$ cat config.mk
export PLATFORM = sky130hd
export DESIGN_NAME = acc_nibble_seq
export DESIGN_NICKNAME = d
export VERILOG_FILES = /design/src/rtl/acc_nibble_seq_pkg.sv /design/src/rtl/acc_nibble_seq_ffulladd.sv /design/src/rtl/acc_nibble_seq.sv
export SDC_FILE = /design/constraint.sdc
export NUM_CORES = 1
export LEC_CHECK = 0
export CAP_MARGIN = 10
export CORE_ASPECT_RATIO = 1.25
export CORE_MARGIN = 8
export CORE_UTILIZATION = 65
export CTS_CLUSTER_DIAMETER = 150
export DETAILED_ROUTE_END_ITERATION = 6
export DONT_BUFFER_PORTS = 1
export GPL_TIMING_DRIVEN = 0
export PLACE_DENSITY = 0.81
export SLEW_MARGIN = 20
export SYNTH_ARGS = -nofsm -noshare
export SYNTH_HDL_FRONTEND = slang
export SYNTH_SLANG_ARGS = --single-unit
$ cat constraint.sdc
create_clock -name clk -period 3.9 [get_ports clk]
set_clock_uncertainty 0.2 [all_clocks]
set_input_delay 0.585 -clock clk [delete_from_list [all_inputs] [get_ports clk]]
set_output_delay 0.585 -clock clk [all_outputs]
set_load 0.01 [all_outputs]
$ cat src/rtl/acc_nibble_seq_pkg.sv
// Shared types and helpers for the nibble-serial accumulator.
package acc_pkg;
  typedef enum logic [1:0] {
    IDLE = 2'd0,
    ADD  = 2'd1,
    DONE = 2'd2
  } state_t;

  localparam int NIB_W = 4;

  function automatic int nib_of(input int w);
    return w / NIB_W;
  endfunction
endpackage

$ cat src/rtl/acc_nibble_seq_ffulladd.sv
// 4-bit carry-lookahead adder shared by the accumulator datapath.
module ffulladd (
  input  logic [3:0] a,
  input  logic [3:0] b,
  input  logic       cin,
  output logic [3:0] s,
  output logic       cout
);
  logic [3:0] g, p;
  logic [4:0] c;

  assign g = a & b;
  assign p = a ^ b;

  // carries expanded from generate/propagate so no ripple through the nibble
  assign c[0] = cin;
  assign c[1] = g[0] | (p[0] & cin);
  assign c[2] = g[1] | (p[1] & g[0]) | (p[1] & p[0] & cin);
  assign c[3] = g[2] | (p[2] & g[1]) | (p[2] & p[1] & g[0]) | (p[2] & p[1] & p[0] & cin);
  assign c[4] = g[3] | (p[3] & g[2]) | (p[3] & p[2] & g[1]) | (p[3] & p[2] & p[1] & g[0])
              | (p[3] & p[2] & p[1] & p[0] & cin);

  assign s    = p ^ c[3:0];
  assign cout = c[4];
endmodule

$ cat src/rtl/acc_nibble_seq.sv
// Accumulator that adds each accepted operand one nibble per cycle via ffulladd.
// Optional ACC_SUB_EN adds an in_sub port selecting two's-complement subtraction.
module acc_nibble_seq
  import acc_pkg::*;
#(
  parameter int ACC_W = 16
) (
  input  logic             clk,
  input  logic             rst,
  input  logic             in_valid,
  output logic             in_ready,
  input  logic [ACC_W-1:0] in_data,
`ifdef ACC_SUB_EN
  input  logic             in_sub,
`endif
  input  logic             clr,
  output logic [ACC_W-1:0] acc_out,
  output logic             acc_valid,
  output logic             ovf,
  output logic             busy
);
  localparam int NIB = nib_of(ACC_W);
  localparam int CW  = (NIB > 1) ? $clog2(NIB) : 1;

  state_t           state;
  logic [ACC_W-1:0] work, opnd, work_nx;
  logic [CW-1:0]    cnt;
  logic             cy, sub, vld_q;
  logic [3:0]       add_b, add_s;
  logic             add_co;

`ifdef ACC_SUB_EN
  assign add_b = sub ? ~opnd[3:0] : opnd[3:0];
`else
  assign add_b = opnd[3:0];
`endif

  ffulladd u_add (
    .a    (work[3:0]),
    .b    (add_b),
    .cin  (cy),
    .s    (add_s),
    .cout (add_co)
  );

  // work rotates right a nibble, the fresh sum nibble entering at the top
  assign work_nx = (work >> NIB_W) | (ACC_W'(add_s) << (ACC_W - NIB_W));

  // clr in DONE must kill the pulse that is already showing
  assign acc_valid = vld_q & ~clr;
  assign busy      = ~in_ready;

  always_ff @(posedge clk) begin
    if (rst) begin
      state    <= IDLE;
      acc_out  <= '0;
      ovf      <= 1'b0;
      vld_q    <= 1'b0;
      in_ready <= 1'b1;
      work     <= '0;
      opnd     <= '0;
      cnt      <= '0;
      cy       <= 1'b0;
      sub      <= 1'b0;
    end else if (clr) begin
      state    <= IDLE;
      acc_out  <= '0;
      ovf      <= 1'b0;
      vld_q    <= 1'b0;
      in_ready <= 1'b1;
    end else begin
      case (state)
        IDLE: begin
          vld_q <= 1'b0;
          if (in_valid) begin
            opnd     <= in_data;
            work     <= acc_out;
            cnt      <= '0;
`ifdef ACC_SUB_EN
            sub      <= in_sub;
            cy       <= in_sub;
`else
            sub      <= 1'b0;
            cy       <= 1'b0;
`endif
            in_ready <= 1'b0;
            state    <= ADD;
          end
        end
        ADD: begin
          work <= work_nx;
          opnd <= opnd >> NIB_W;
          cy   <= add_co;
          cnt  <= cnt + CW'(1);
          if (cnt == CW'(NIB - 1)) begin
            acc_out <= work_nx;
            // subtraction overflows on borrow, i.e. no final carry
            ovf     <= ovf | (sub ? ~add_co : add_co);
            vld_q   <= 1'b1;
            state   <= DONE;
          end
        end
        DONE: begin
          vld_q    <= 1'b0;
          in_ready <= 1'b1;
          state    <= IDLE;
        end
        default: begin
          vld_q    <= 1'b0;
          in_ready <= 1'b1;
          state    <= IDLE;
        end
      endcase
    end
  end
endmodule

==> out/metrics.csv, run 1 <==
stage;metric;value;unit
critical_path;Req. time, crit path;3.95;ns
grt;vias in the first global route;1971;
die;Initial Util;68.16;%
synth;Seq/Total Area, Yosys;46.81;%
critical_path;Worst Setup SP;cnt[0];
sta;max frequency;517.3;MHz
synth;number of flops mapped to enable cells by yosys;0;
sta;max-slew violations;0;
routing;drt first pass iters;4;
layout;Antenna diodes;0;
die;Die X;70.29;um
sta;Worst Tran Pin Value;0.5064;ns
routing;Routed WL per cell;16.72;um
synth;Syn Inst Count;297;
synth;Post-Syn Area;0.002395;mm^2
sta;final hold slack;0.2153;ns
layout;layout cells sized above 1;8.852;%
sta;endpoints failing setup;0;
sta;final worst path period share;49.56;%
power;total power;1.090;mW
die;I/O pin count;40;
clock_network;Clock Sinks;56;
clock_network;CTS tree;yes;
grt;GRT Total Usage;19.24;%
clock_network;htree depth;2;
power;Lkg Pwr;0.8846;nW
place;RD Place Congestion;0.8042;
clock_network;Post-CTS Setup Bufs;0;
layout;commonest non-fill, non-tap cells in the layout;81 x nand2_1, 56 x dfxtp_1, 40 x nor2_1;
critical_path;Reg2Reg Depth;5;
clock_network;Clock Latency Late Sink;0.31;ns
layout;# nets final;330;
critical_path;CP Max Fanout;10;
clock_network;CTS max path bufs;2;
grt;Overflow after GRT;0;
clock_network;Root Driver;clkbuf_8;
grt;largest net degree at the start of global routing;17;
critical_path;CP Class;reg -> reg;
sta;RSZ-0062 raised after global routing;no;
critical_path;CP Capture Point;acc_out[1];
flow_run;max-cap violations;0;
synth;dominant synthesized flop cell;dfxtp_1;
critical_path;r2r endpoint;acc_out[1];
routing;Via density;6.093;
synth;Post-synth ARST share;0;%
power;VDD IR max;0.4996;mV
die;Die H;83.87;um
die;# rows;24;
routing;Antenna Nets Post-Route;0;
critical_path;FF-to-FF Start;cnt[0];
sta;setup_tns;0;ns
place;input/output buffers;0;
clock_network;# resized after CTS;0;
routing;total number of vias;2096;
status;status;finished clean;
routing;Initial DRC Count;201;
routing;DRC viols;0;
place;post-DP HPWL;4127;um
die;Die Footprint;0.005895;mm^2
critical_path;CP arrival;1.98;ns
hold_path;Min-Delay Startpoint;in_data[13];
sta;Max-slew headroom;66.24;%
synth;syn nets;323;
synth;synth unique cells;35;
synth;Syn Area/Cell;8.063;um^2
critical_path;reg2reg setup slack;1.97;ns
clock_network;hold buffers post-CTS;0;
synth;FF+latch count, synth;56;
critical_path;Setup crit end kind;flip-flop;
synth;Syn. warnings;0;
sta;crit path time final;1.933;ns
grt;first-pass GRT wire length;9370;um
sta;final hold viol count;0;
power;pwr dens;427.1;mW/mm^2
clock_network;CTS Buf Count;5;
critical_path;Setup crit start kind;flip-flop;
hold_path;Hold Path Class;in -> reg;
layout;leading cell type in the layout, fill and taps excluded;nand2_1;
layout;Area growth syn-to-layout;6.531;%
clock_network;CTS clk-pin slew, worst paths;0.10;ns
routing;final wirelength;5753;um
die;core area;0.003513;mm^2
grt;initial antenna violation count;0;
[per-stage QoR]
stage	cells	setup WS (ns)	cell area [um^2]	utilization [%]
2_1_floorplan	297	2.113	2395	-
3_3_place_gp	336	2.036	2444	69.55
3_5_place_dp	336	2.008	2444	69.55
4_1_cts	344	1.990	2551	72.61
5_1_grt	344	1.833	2551	72.61
6_report	344	1.967	2551	72.61
[registers in the layout (all words and copies together), names as in the netlist]
name and cells:
acc_out 16, cnt 2, cy 1, in_ready 1, opnd 16, ovf 1
state 2, vld_q 1, work 16
[worst min-delay path by stage]
stage                       to  slack (ns)  depth (start not counted)
floorplan             opnd[12]        0.23                          2
global placement      opnd[12]        0.26                          2
detailed placement  acc_out[6]        0.26                          2
CTS                   opnd[13]        0.21                          2
global route          opnd[13]        0.22                          2
finish                opnd[13]        0.22                          2
[metal layers]
| layer | track usage [%] | vias to the layer above | part of all wire [%] |
|---|---|---|---|
| met3 | 6.667 | 10 | 6.4 |
| met2 | 30.69 | 53 | 48 |
| met4 | 8.242 | 0 | 1.9 |
| met1 | 22.61 | 1007 | 43 |
| li1 | - | 1026 | - |
| met5 | 0 | - | 0 |
[report_power, final]
group / internal, mW / total, mW / leakage [nW] / switching [mW]
registers: 0.594 / 0.611 / 0.457 / 0.0168
logic: 0.0380 / 0.101 / 0.372 / 0.0635
clock network: 0.191 / 0.377 / 0.0552 / 0.186
[synthesized netlist by cell type (4+ instances only)]
cell type | count | area share, %
clkbuf_1 | 7 | 1.1
a311oi_1 | 24 | 8.8
nor2_1 | 40 | 6.3
nand2_1 | 81 | 13
ha_1 | 5 | 2.6
dfxtp_1 | 56 | 47
nand3_1 | 5 | 1.0
buf_2 | 12 | 2.5
inv_1 | 5 | 0.78
a211oi_1 | 4 | 1.3
a21oi_1 | 24 | 5.0
[layout make-up]
cell class	instances	area, um^2
multi-input combinational	213	1135
sequential	56	1121
fill	296	962.2
buffer	23	120.1
clock buffer	6	72.57
tap	39	48.80
clock inverter	2	35.03
inverter	5	18.77
[cell families (layout without fill, tap and decap cells)]
logic type	Yosys count	after routing	share of synthesized area (%)
mux	1	1	0.4180
xor+xnor	2	2	0.7316
compound gates	64	64	19.12
flops	56	56	46.81
buf+inv	28	36	5.800
fa+ha+maj	6	6	3.448
simple gates	140	140	23.67
[critical path, stage by stage (launching register included)]
cell and delay, ns:
dfxtp_1 0.34, ha_1 0.25, nand3b_1 0.36, clkbuf_1 0.45, nand2_1 0.10, a21oi_1 0.17
No activity file was read; power rests on OpenSTA's default activity.
==> run 2: changes to the inputs <==
--- a/config.mk
+++ b/config.mk
@@ -8,12 +8,12 @@
 export CAP_MARGIN = 10
 export CORE_ASPECT_RATIO = 1.25
 export CORE_MARGIN = 8
-export CORE_UTILIZATION = 65
+export CORE_UTILIZATION = 56
 export CTS_CLUSTER_DIAMETER = 150
 export DETAILED_ROUTE_END_ITERATION = 6
 export DONT_BUFFER_PORTS = 1
 export GPL_TIMING_DRIVEN = 0
-export PLACE_DENSITY = 0.81
+export PLACE_DENSITY = 0.74
 export SLEW_MARGIN = 20
 export SYNTH_ARGS = -nofsm -noshare
 export SYNTH_HDL_FRONTEND = slang
==> constraint.sdc (replaced) <==
create_clock -name clk -period 1.65 [get_ports clk]
set_clock_uncertainty 0.2 [all_clocks]
set_input_delay 0.2475 -clock clk [delete_from_list [all_inputs] [get_ports clk]]
set_output_delay 0.2475 -clock clk [all_outputs]
set_load 0.01 [all_outputs]
==> run 2 against run 1 <==
  * The flow now finishes with violations (setup timing)
  * Routed wire length grew 8.3%
  * Flip-flop and latch count is the same
  * Global-route usage grew 0.46 points
  * Critical path depth is the same
  * Via count grew 3.3%
  * Sequential share of layout area shrank 5.3 points
  * Non-clock buffer count grew 26
  * Combinational power grew to 3.2 times the previous value
  * Power grew 130%
  * Core utilization shrank 0.94 points
  * Register-to-register slack lost 2.1 ns
  * First-iteration DRC count shrank 3.0%
==> out/metrics.csv, run 2 (synthesis gave the netlist of run 1 again) <==
stage;metric;value;unit
layout;FF+latch area;0.001135;mm^2
routing;Via density;5.611;
critical_path;Setup crit end kind;flip-flop;
layout;leading cell type in the layout, fill and taps excluded;nand2_1;
power;Internal Power;1.930;mW
power;Net Sw Frac;24.57;%
critical_path;CP Max Fanout;3;
place;post-DP HPWL;4257;um
grt;Overflow after GRT;0;
clock_network;Root Driver;clkbuf_8;
clock_network;CTS max path bufs;2;
die;Die X;74.49;um
grt;initial antenna violation count;0;
die;Die Footprint;0.006638;mm^2
layout;# nets final;356;
critical_path;CP Buf/Inv Count;0;
sta;final worst path period share;108.0;%
sta;endpoints failing setup;5;
critical_path;Setup crit start kind;flip-flop;
power;pwr dens;870.8;mW/mm^2
sta;setup_tns;-0.2911;ns
layout;commonest non-fill, non-tap cells in the layout;81 x nand2_1, 49 x dfxtp_1, 39 x nor2_1;
routing;final wirelength;6230;um
place;RD Place Congestion;0.8198;
die;Initial Util;58.42;%
clock_network;Clock Latency Late Sink;0.31;ns
routing;drt first pass iters;4;
critical_path;cell chain of the critical path;ha_4 > a211oi_4 > nor2_1 > or3_1 > a311oi_2;
clock_network;CTS Buf Count;5;
layout;fill count;342;
critical_path;Critical Path Slowest Stage Cell;dfxtp_4;
critical_path;CP top delay family;compound AO/OA/AOI/OAI gates;
sta;Setup WS post-layout;-0.1320;ns
sta;final hold viol count;0;
power;fraction of power consumed by combinational cells;12.6;%
power;sw power;0.6285;mW
critical_path;Req. time, crit path;1.67;ns
die;I/O pin count;40;
flow_run;max-cap violations;0;
clock_network;CTS clk-pin slew, worst paths;0.10;ns
layout;Largest regs;acc_out (16), opnd (16), work (16);
place;input/output buffers;0;
clock_network;Clock Sinks;56;
critical_path;CP arrival;1.80;ns
sta;crit path time final;1.782;ns
layout;Antenna diodes;0;
status;status;complete, but fails checks;
critical_path;CP peak stage delay;0.37;ns
status;failing checks;setup timing;
layout;area taken by multi-input logic gates;0.001199;mm^2
sta;max frequency;561.2;MHz
power;clock group share of total power;30.8;%
layout;Util after Layout;71.67;%
die;Die H;89.12;um
routing;DRC viols;0;
sta;Max-slew headroom;66.69;%
die;core area;0.004099;mm^2
sta;Worst Tran Pin Value;0.4997;ns
layout;layout cells sized above 1;16.36;%
sta;RSZ-0062 raised after global routing;yes;
clock_network;CTS tree;yes;
power;Lkg Pwr;1.027;nW
critical_path;CP Class;reg -> reg;
routing;Initial DRC Count;195;
power;Flop pwr share;56.5;%
die;# rows;26;
routing;Routed WL per cell;16.14;um
grt;largest net degree at the start of global routing;16;
grt;first-pass GRT wire length;10140;um
grt;GRT Total Usage;19.70;%
power;total power;2.558;mW
sta;max-slew violations;0;
grt;vias in the first global route;2090;
power;VDD IR max;0.5807;mV
routing;Antenna Nets Post-Route;0;
clock_network;htree depth;2;
routing;total number of vias;2166;
hold_path;Hold Path Class;in -> reg;
layout;Area growth syn-to-layout;22.68;%
==> run 2: stage by stage <==
stage                     hold slack, ns  cells  cell area (um^2)  setup WS [ns]
after floorplan                   0.1994    297              2424       -0.05276
after global placement            0.2024    353              2494        -0.2043
after detailed placement          0.2074    353              2494        -0.2300
after CTS                        0.09887    383              2853        -0.1285
after global routing              0.1460    386              2938        -0.1976
final                             0.1010    386              2938        -0.1320
==> run 2: worst min-delay path: cells and delay by family <==
family	cells	cell delay (ns)
AOI/OAI and AO/OA	3	0.32
==> run 2: final timing paths <==
path	startpoint	to	slack, ns	cells past startpoint
max	work[0]	work[14]	-0.13	5
min	in_valid	cy	0.10	3
max reg2reg	work[0]	work[14]	-0.13	5
min reg2reg	work[7]	acc_out[3]	0.27	2
==> run 2: power groups by stage <==
stage	Clock [mW]	Combinational, mW	Sequential, mW
floorplan	0	0.193	1.47
global placement	0	0.240	1.48
detailed placement	0	0.246	1.48
CTS	0.801	0.301	1.45
global route	0.850	0.356	1.45
finish	0.789	0.323	1.45
==> run 2: per-layer routing <==
metal  up-vias  global-route usage [%]  routed length [um]  part of all wire, %
li1       1083                       -                   -                    -
met1      1023                   23.09                2676                   43
met2        50                   33.44                3147                   51
met3        10                   4.265                 312                  5.0
met4         0                   8.393                  94                  1.5
met5         -                       0                   0                    0
==> run 2: final cells by class <==
| cell class | count | area share (%) |
|---|---|---|
| Clock buffer | 7 | 3.279 |
| Sequential cell | 56 | 38.63 |
| Buffer | 23 | 5.920 |
| Multi-Input combinational cell | 213 | 40.80 |
| Inverter | 5 | 0.6388 |
| Tap cell | 56 | 2.385 |
| Timing Repair Buffer | 26 | 8.348 |
==> run 2: repair_timing <==
item                                   CTS  global route
endpoints found under the hold margin   23             0
pin swaps                                3             4
setup endpoints to repair               35            45
buffers inserted                         3             3
hold buffers                            20             0
resized for setup                       13            32
